### config.mk
export PLATFORM = sky130hd
export DESIGN_NAME = intr_ctrl
export DESIGN_NICKNAME = d
export VERILOG_FILES = /design/src/rtl/intr_pkg.sv /design/src/rtl/intr_prio_enc.sv /design/src/rtl/intr_ctrl.sv
export SDC_FILE = /design/constraint.sdc
export NUM_CORES = 1
export LEC_CHECK = 0
export CORE_AREA = 2 2 48 50
export CTS_BUF_LIST = sky130_fd_sc_hd__clkbuf_8 sky130_fd_sc_hd__clkbuf_16
export DETAILED_ROUTE_END_ITERATION = 16
export DIE_AREA = 0 0 50 52
export PLACE_DENSITY = 0.84
export SETUP_SLACK_MARGIN = 0.5
export SLEW_MARGIN = 20
export SYNTH_ARGS = -nofsm -noshare
export SYNTH_HDL_FRONTEND = slang
export SYNTH_HIERARCHICAL = 1
export SYNTH_SLANG_ARGS = --single-unit
### constraint.sdc
create_clock -name clk -period 1.52 [get_ports clk]
set_input_delay 0.304 -clock clk [delete_from_list [all_inputs] [get_ports clk]]
set_output_delay 0.304 -clock clk [all_outputs]
set_load 0.05 [all_outputs]
### src/rtl/intr_pkg.sv
// Shared types and helpers for the multi-source interrupt controller.
package intr_pkg;

    typedef logic [1:0] state_t;

    localparam state_t ST_IDLE   = 2'd0;
    localparam state_t ST_REQ    = 2'd1;
    localparam state_t ST_INSERV = 2'd2;

    // Vector width for n sources, never narrower than one bit.
    function automatic int unsigned vec_width(input int unsigned n);
        return (n > 1) ? $clog2(n) : 1;
    endfunction

endpackage

### src/rtl/intr_prio_enc.sv
// Combinational fixed-priority encoder: the lowest set request index wins.
module intr_prio_enc #(
    parameter int unsigned N_SRC = 4,
    parameter int unsigned VEC_W = 2
) (
    input  logic [N_SRC-1:0] req_i,
    output logic             any_o,
    output logic [VEC_W-1:0] idx_o
);

    always_comb begin
        idx_o = '0;
        for (int i = int'(N_SRC) - 1; i >= 0; i--) begin
            if (req_i[i]) idx_o = VEC_W'(i);
        end
        any_o = |req_i;
    end

endmodule

### src/rtl/intr_ctrl.sv
// Interrupt controller: edge-detected sources, pending/mask/overrun state,
// and an irr/ack/eoi handshake toward the CPU.
module intr_ctrl
    import intr_pkg::*;
#(
    parameter  int unsigned N_SRC = 4,
    localparam int unsigned VEC_W = vec_width(N_SRC)
) (
    input  logic             clk,
    input  logic             reset,
    input  logic [N_SRC-1:0] src,
    output logic             irr,
    output logic [VEC_W-1:0] vec,
    input  logic             ack,
    input  logic             eoi,
    input  logic             mask_we,
    input  logic [N_SRC-1:0] mask_wdata,
    input  logic [N_SRC-1:0] ovr_clr,
    output logic [N_SRC-1:0] pending,
    output logic [N_SRC-1:0] ovr
);

    logic [N_SRC-1:0] src_q, pending_q, pending_d, mask_q, mask_d, ovr_q, ovr_d;
    logic [N_SRC-1:0] evt, clr, eligible;
    state_t           state_q, state_d;
    logic             irr_q, irr_d;
    logic [VEC_W-1:0] vec_q, vec_d, win_idx;
    logic             win_any;
    logic             take;

    assign eligible = pending_q & ~mask_q;

    intr_prio_enc #(
        .N_SRC (N_SRC),
        .VEC_W (VEC_W)
    ) u_prio (
        .req_i (eligible),
        .any_o (win_any),
        .idx_o (win_idx)
    );

    // A new event on the acknowledged source re-arms it instead of overrunning.
    always_comb begin
        evt       = src & ~src_q;
        take      = (state_q == ST_REQ) && ack;
        clr       = '0;
        if (take) clr[vec_q] = 1'b1;
        pending_d = (pending_q & ~clr) | evt;
        ovr_d     = (ovr_q & ~ovr_clr) | (evt & pending_q & ~clr);
        mask_d    = mask_we ? mask_wdata : mask_q;

        state_d = state_q;
        irr_d   = irr_q;
        vec_d   = vec_q;
        case (state_q)
            ST_IDLE: begin
                if (win_any) begin
                    state_d = ST_REQ;
                    irr_d   = 1'b1;
                    vec_d   = win_idx;
                end
            end
            ST_REQ: begin
                if (ack) begin
                    state_d = ST_INSERV;
                    irr_d   = 1'b0;
                end
            end
            ST_INSERV: begin
                if (eoi) state_d = ST_IDLE;
            end
            default: begin
                state_d = ST_IDLE;
                irr_d   = 1'b0;
            end
        endcase
    end

    always_ff @(posedge clk) begin
        if (reset) begin
            src_q     <= '0;
            pending_q <= '0;
            mask_q    <= '0;
            ovr_q     <= '0;
            state_q   <= ST_IDLE;
            irr_q     <= 1'b0;
            vec_q     <= '0;
        end else begin
            src_q     <= src;
            pending_q <= pending_d;
            mask_q    <= mask_d;
            ovr_q     <= ovr_d;
            state_q   <= state_d;
            irr_q     <= irr_d;
            vec_q     <= vec_d;
        end
    end

    assign irr     = irr_q;
    assign vec     = vec_q;
    assign pending = pending_q;
    assign ovr     = ovr_q;

endmodule

==> impl_metrics.tcl, run 1 <==
set metrics [dict create \
    area_growth_pct 85.4 \
    synth-seq-area-share_pct 49.4 \
    drt_iter0_markers 16 \
    grt_pass1_wl_mm 3.59 \
    grt_remaining_overflow 0 \
    ys_ff_latch 21 \
    r2r_end "vec[0]" \
    die_x_um 50 \
    vias 817 \
    required_ps 1680 \
    cpMostUsedCell "nor2_1" \
    grt_usage_pct 18.9 \
    holdBufCountCts 0 \
    rsz0062_at_grt "true" \
    cts_tree "yes" \
    post-route-util_pct 74.9 \
    post-route-period-util_pct 82.6 \
    worstPathMaxFanout 3 \
    start_util_pct 40.4 \
    cp_cell_sequence "nor2b_4 -> nor2_1 -> nand2_2 -> nor3b_4 -> mux2i_1 -> nor2_1" \
    clock_skew_ps 7.70 \
    crit_family "simple AND/OR/NAND/NOR gates" \
    fp-row-count 17 \
    hold_path_startpoint "ovr[0]" \
    synth_edf_count 0 \
    cp-start-kind "flop" \
    numCtsBuffers 3 \
    ff2ff_setup_slack_ps 260 \
    slew_viol_final 0 \
    die_y_um 52 \
    dp_hpwl_mm 1.37 \
    wl_met1_um 970 \
    core_um2 2110 \
    yosys.cell_types.count 25 \
    slowest_stage "dfxtp_4" \
    peakVddDrop_mv 0.745 \
    pwr_density_cell_nw_per_um2 944 \
    cp_num_buf_inv 0 \
    drc 0 \
    yosys-top-cells-area "dfxtp_1 49%, mux2i_1 8.2%, nor2b_1 6.6%" \
    fmax_mhz 797 \
    r2r-start "pending[1]" \
    async_reset_ff_share_pct 0 \
    top_layer "met4" \
    die-area_um2 2600 \
    clk_pin_slew_ps 80 \
    worstMarginPinSlew_ps 276 \
    status "complete, no violations" \
    diodes 0 \
    nets 156 \
    reg2reg_depth 6 \
    grt_pass1_vias 824 \
    cts.htree.levels 1 \
    dpl_cell_area_um2 1320 \
    firstDrtPassIters 4 \
    synth_top_area_share_pct 49.4 \
    relSlewSlack_pct 81.6 \
    yosys.area.top_type "dfxtp_1" \
    pre_cts_slack_ps 77.8 \
    period_minus_slack_ps 1260 \
    hold_path.class "flop to flop" \
    syn_area_per_cell_um2 9.25 \
    yosysWarnings 6 \
    whs_path_depth 2 \
    post_drt_wl_per_cell_um 15.2 \
    grt_max_degree 13 \
    synth_fp_nets 109 \
    cts_sinks 21 \
    min_to "ovr[0]" \
    hold_viol_final 0 \
    end_kind "flop" \
    drive_gt1_share_pct 47.1 \
    synthCells 92 \
    arrival_ps 1420 \
    io_pins 28 \
    ant_nets 0 \
    seqCellArea_um2 459 \
    final_area_um2 1580 \
    cap_viol_max_count 0 \
    crit_type "flop to flop" \
    clock_path_buffers 2 \
    multi_input_area_um2 488 \
    tns_ps 0 \
    p_leak_nw 0.673 \
    wl_met2_mm 1.40 \
    clockRootBuffer "clkbuf_8" \
    cpPeakStageDelay_ps 360 \
    clk_latency_ps 270 \
    n_fill_cell 119 \
    viasPerCell 4.92 \
    fin_ws_ps 265 \
    setup_viol 0 \
    power_mw 1.49 \
    routabilityCongestion 0.812 \
    routed_wl_mm 2.53 \
    synth_area_um2 851 \
    wl_met3_um 104 \
    antenna_found_initial 0 \
    synthFlopType "dfxtp_1" \
    port_buffers 27 \
]
## power by group
part | internal (mW) | switching, mW | total, mW
clock | 0.183 | 0.188 | 0.371
combinational | 0.262 | 0.211 | 0.473
sequential | 0.592 | 0.0543 | 0.646
total | 1.04 | 0.453 | 1.49
## tightest hold or removal path: stages (launching register included)
cell	delay (ps)
dfxtp_2	340
nand2_1	60
o21ai_1	50
## per-layer routing
metal / GRT usage (%) / vias up
li1: - / 404
met1: 18.7 / 386
met2: 36.8 / 20
met3: 3.16 / 7
met4: 10.2 / 0
met5: 0 / -
## synthesized netlist by cell type (2+ instances only)
master     number
a21oi_1         6
nor2_1         11
nand2_1         5
inv_1           6
o2111ai_1       2
nor3_1          2
mux2i_1         7
dfxtp_1        21
nand2b_1        5
nor2b_1         9
o21ai_0         3
o21ai_1         2
## worst max-delay path by stage
stage               cells after the start  slack, ps  endpoint        from
global route                            6        190    vec[1]  pending[1]
finish                                  6        260    vec[0]  pending[1]
detailed placement                      4         80    ovr[3]         ack
CTS                                     6        300    vec[1]  pending[1]
global placement                        4        120    ovr[3]         ack
floorplan                               6        210    vec[0]  pending[3]
## repair_timing
item,4_1_cts,5_1_grt
buffers inserted,13,3
setup endpoints to repair,25,22
gates resized for setup,18,14
pin swaps,3,3
## registers in the layout, indices dropped and copies added, names as in the netlist
name,flops
state_q,2
src_q,4
mask_q,4
ovr,4
irr,1
vec,2
pending,4
## final cells by class
type / instances / area share [%]
Tap cell: 28 / 2.22
Clock inverter: 1 / 0.317
Clock buffer: 3 / 2.62
Timing Repair Buffer: 45 / 33.4
Sequential cell: 21 / 29.1
Multi-Input combinational cell: 62 / 30.9
Inverter: 6 / 1.43
## kinds of logic after synthesis
kind of cell | count (synthesis) | share of synthesized area (%)
AND/OR/NAND/NOR | 37 | 24.6
flip-flops | 21 | 49.4
AO/OA/AOI/OAI | 18 | 13.7
buffers and inverters | 9 | 4.12
multiplexers | 7 | 8.24
## through the flow
| stage | hold slack (ps) | std cells |
|---|---|---|
| 2_1_floorplan | 376 | 92 |
| 6_report | 483 | 166 |
| 4_1_cts | 477 | 163 |
| 3_3_place_gp | 465 | 146 |
| 3_5_place_dp | 486 | 146 |
| 5_1_grt | 508 | 166 |
## cells in the final DEF (no fill, tap or decap), types with 3 or more instances in the layout
cell,instances
inv_1,5
buf_4,14
nand2_1,4
clkdlybuf4s50_1,13
buf_6,4
clkbuf_8,3
dlygate4sd2_1,3
dfxtp_2,4
nand2b_1,5
mux2i_1,6
nor2b_4,4
o21ai_1,3
dfxtp_4,9
nor2_1,10
buf_12,11
nor2b_1,4
dfxtp_1,8
a21oi_1,5
No activity file was read; power rests on OpenSTA's default activity.
==> run 2: changes to the inputs <==
==> constraint.sdc (replaced) <==
create_clock -name clk -period 1.2 [get_ports clk]
set_input_delay 0.24 -clock clk [delete_from_list [all_inputs] [get_ports clk]]
set_output_delay 0.24 -clock clk [all_outputs]
set_load 0.05 [all_outputs]
==> run 2 against run 1 <==
The flow now finishes with violations (negative setup slack). Global-route usage grew 0.60 points. Maximum frequency shrank 1.5%. Critical path depth is the same. Wire length shrank 7.6%. Largest power group unchanged. Highest routed layer is now met3.
==> impl_metrics.tcl, run 2 (synthesis gave the netlist of run 1 again) <==
set metrics [dict create \
    drt_iter0_markers 3 \
    fin_ws_ps -74.7 \
    r2r_end "vec[1]" \
    dpl_cell_area_um2 1400 \
    post-route-util_pct 76.5 \
    crit_type "flop to flop" \
    final_common_cell "dfxtp_4" \
    core_um2 2110 \
    final_area_um2 1610 \
    whs_path_depth 3 \
    grtUsageMet3_pct 4.89 \
    grtUsageMet2_pct 40.4 \
    grt_pass1_wl_mm 3.80 \
    required_ps 1350 \
    routed_wl_mm 2.33 \
    post-route-period-util_pct 106 \
    met1_usage_pct 18.7 \
    hold_path.class "input pin to flop" \
    port_buffers 27 \
    cts_tree "yes" \
    io_pins 28 \
    most-common-layout-cells "13 x dfxtp_4, 12 x buf_4, 11 x buf_12" \
    area_growth_pct 89.4 \
    status "finished with violations" \
    diodes 0 \
    worstPathMaxFanout 3 \
    start_util_pct 40.4 \
    grt_pass1_vias 881 \
    pre_cts_slack_ps -204 \
    routabilityCongestion 0.709 \
    post_drt_wl_per_cell_um 14.1 \
    cts_sinks 21 \
    viasPerCell 4.92 \
    grt_usage_pct 19.5 \
    violations "negative setup slack" \
    peakVddDrop_mv 1.25 \
    clk_latency_ps 250 \
    grt_remaining_overflow 0 \
    numCtsBuffers 3 \
    ant_nets 0 \
    firstDrtPassIters 4 \
    r2r-start "pending[3]" \
    hold_path_startpoint "mask_wdata[2]" \
    nets 155 \
    worstMarginPinSlew_ps 277 \
    relSlewSlack_pct 81.5 \
    ff2ff_setup_slack_ps -70 \
    fp-row-count 17 \
    clockRootBuffer "clkbuf_8" \
    die_y_um 52 \
    hold_viol_final 0 \
    die_x_um 50 \
    end_kind "flop" \
    grt_max_degree 15 \
    p_leak_nw 0.693 \
    min_to "mask_q[2]" \
    clock_path_buffers 2 \
    cap_viol_max_count 0 \
    fmax_mhz 784 \
    drive_gt1_share_pct 48.9 \
    reg2reg_depth 6 \
    dp_hpwl_mm 1.54 \
    antenna_found_initial 0 \
    vias 812 \
    hold_ws_ps 260 \
    clock_skew_ps 0.989 \
    slew_viol_final 0 \
    cp-start-kind "flop" \
    rsz0062_at_grt "true" \
    top_usage_layer "met2" \
    clk_pin_slew_ps 70 \
    drc 0 \
    power_mw 1.85 \
    period_minus_slack_ps 1270 \
    die-area_um2 2600 \
    holdBufCountCts 0 \
    pwr_density_cell_nw_per_um2 1150 \
    setup_viol 2 \
    arrival_ps 1420 \
    cts.htree.levels 1 \
]
[run 2: worst max-delay path, cell delays in order (launching register included)]
cell	delay, ps
dfxtp_4	360
nor2b_4	150
nor2_2	60
nand2_2	80
nor3b_4	240
mux2i_1	220
nor2_1	60
[run 2: worst max path at each step]
| stage | start | end | cells after the start |
|---|---|---|---|
| after global routing | pending[3] | vec[1] | 6 |
| after floorplan | pending[3] | vec[0] | 6 |
| final | pending[3] | vec[1] | 6 |
| after global placement | ack | ovr[3] | 4 |
| after detailed placement | ack | ovr[3] | 4 |
| after CTS | pending[2] | vec[0] | 6 |
[run 2: layout make-up]
class | instances | area, um2
Inverter | 6 | 22.5
Multi-Input combinational cell | 62 | 512
Clock inverter | 1 | 3.75
Sequential cell | 21 | 469
Clock buffer | 3 | 41.3
Timing Repair Buffer | 44 | 528
Fill cell | 124 | 494
Tap cell | 28 | 35.0
[run 2: through the flow]
stage | TNS [ps] | instances
global placement | -1040 | 152
finish | -125 | 165
floorplan | -203 | 92
CTS | -32.5 | 162
detailed placement | -1430 | 152
global route | -255 | 165
[run 2: per-layer routing]
layer	part of all wire (%)	up-vias	wire length [um]
met5	0	-	0
met4	0	0	0
met3	3.9	0	91
met2	58	19	1360
met1	38	391	883
li1	-	402	-
[run 2: repair_timing]
action,4_1_cts,5_1_grt
setup endpoints to repair,32,30
resized for setup,18,13
buffers inserted,6,3
pin swaps,4,7
[run 2: report_power, final]
group	total, mW	internal, mW	switching, mW
Combinational	0.591	0.326	0.265
Sequential	0.812	0.746	0.0661
Clock	0.446	0.228	0.219
Total	1.85	1.30	0.550
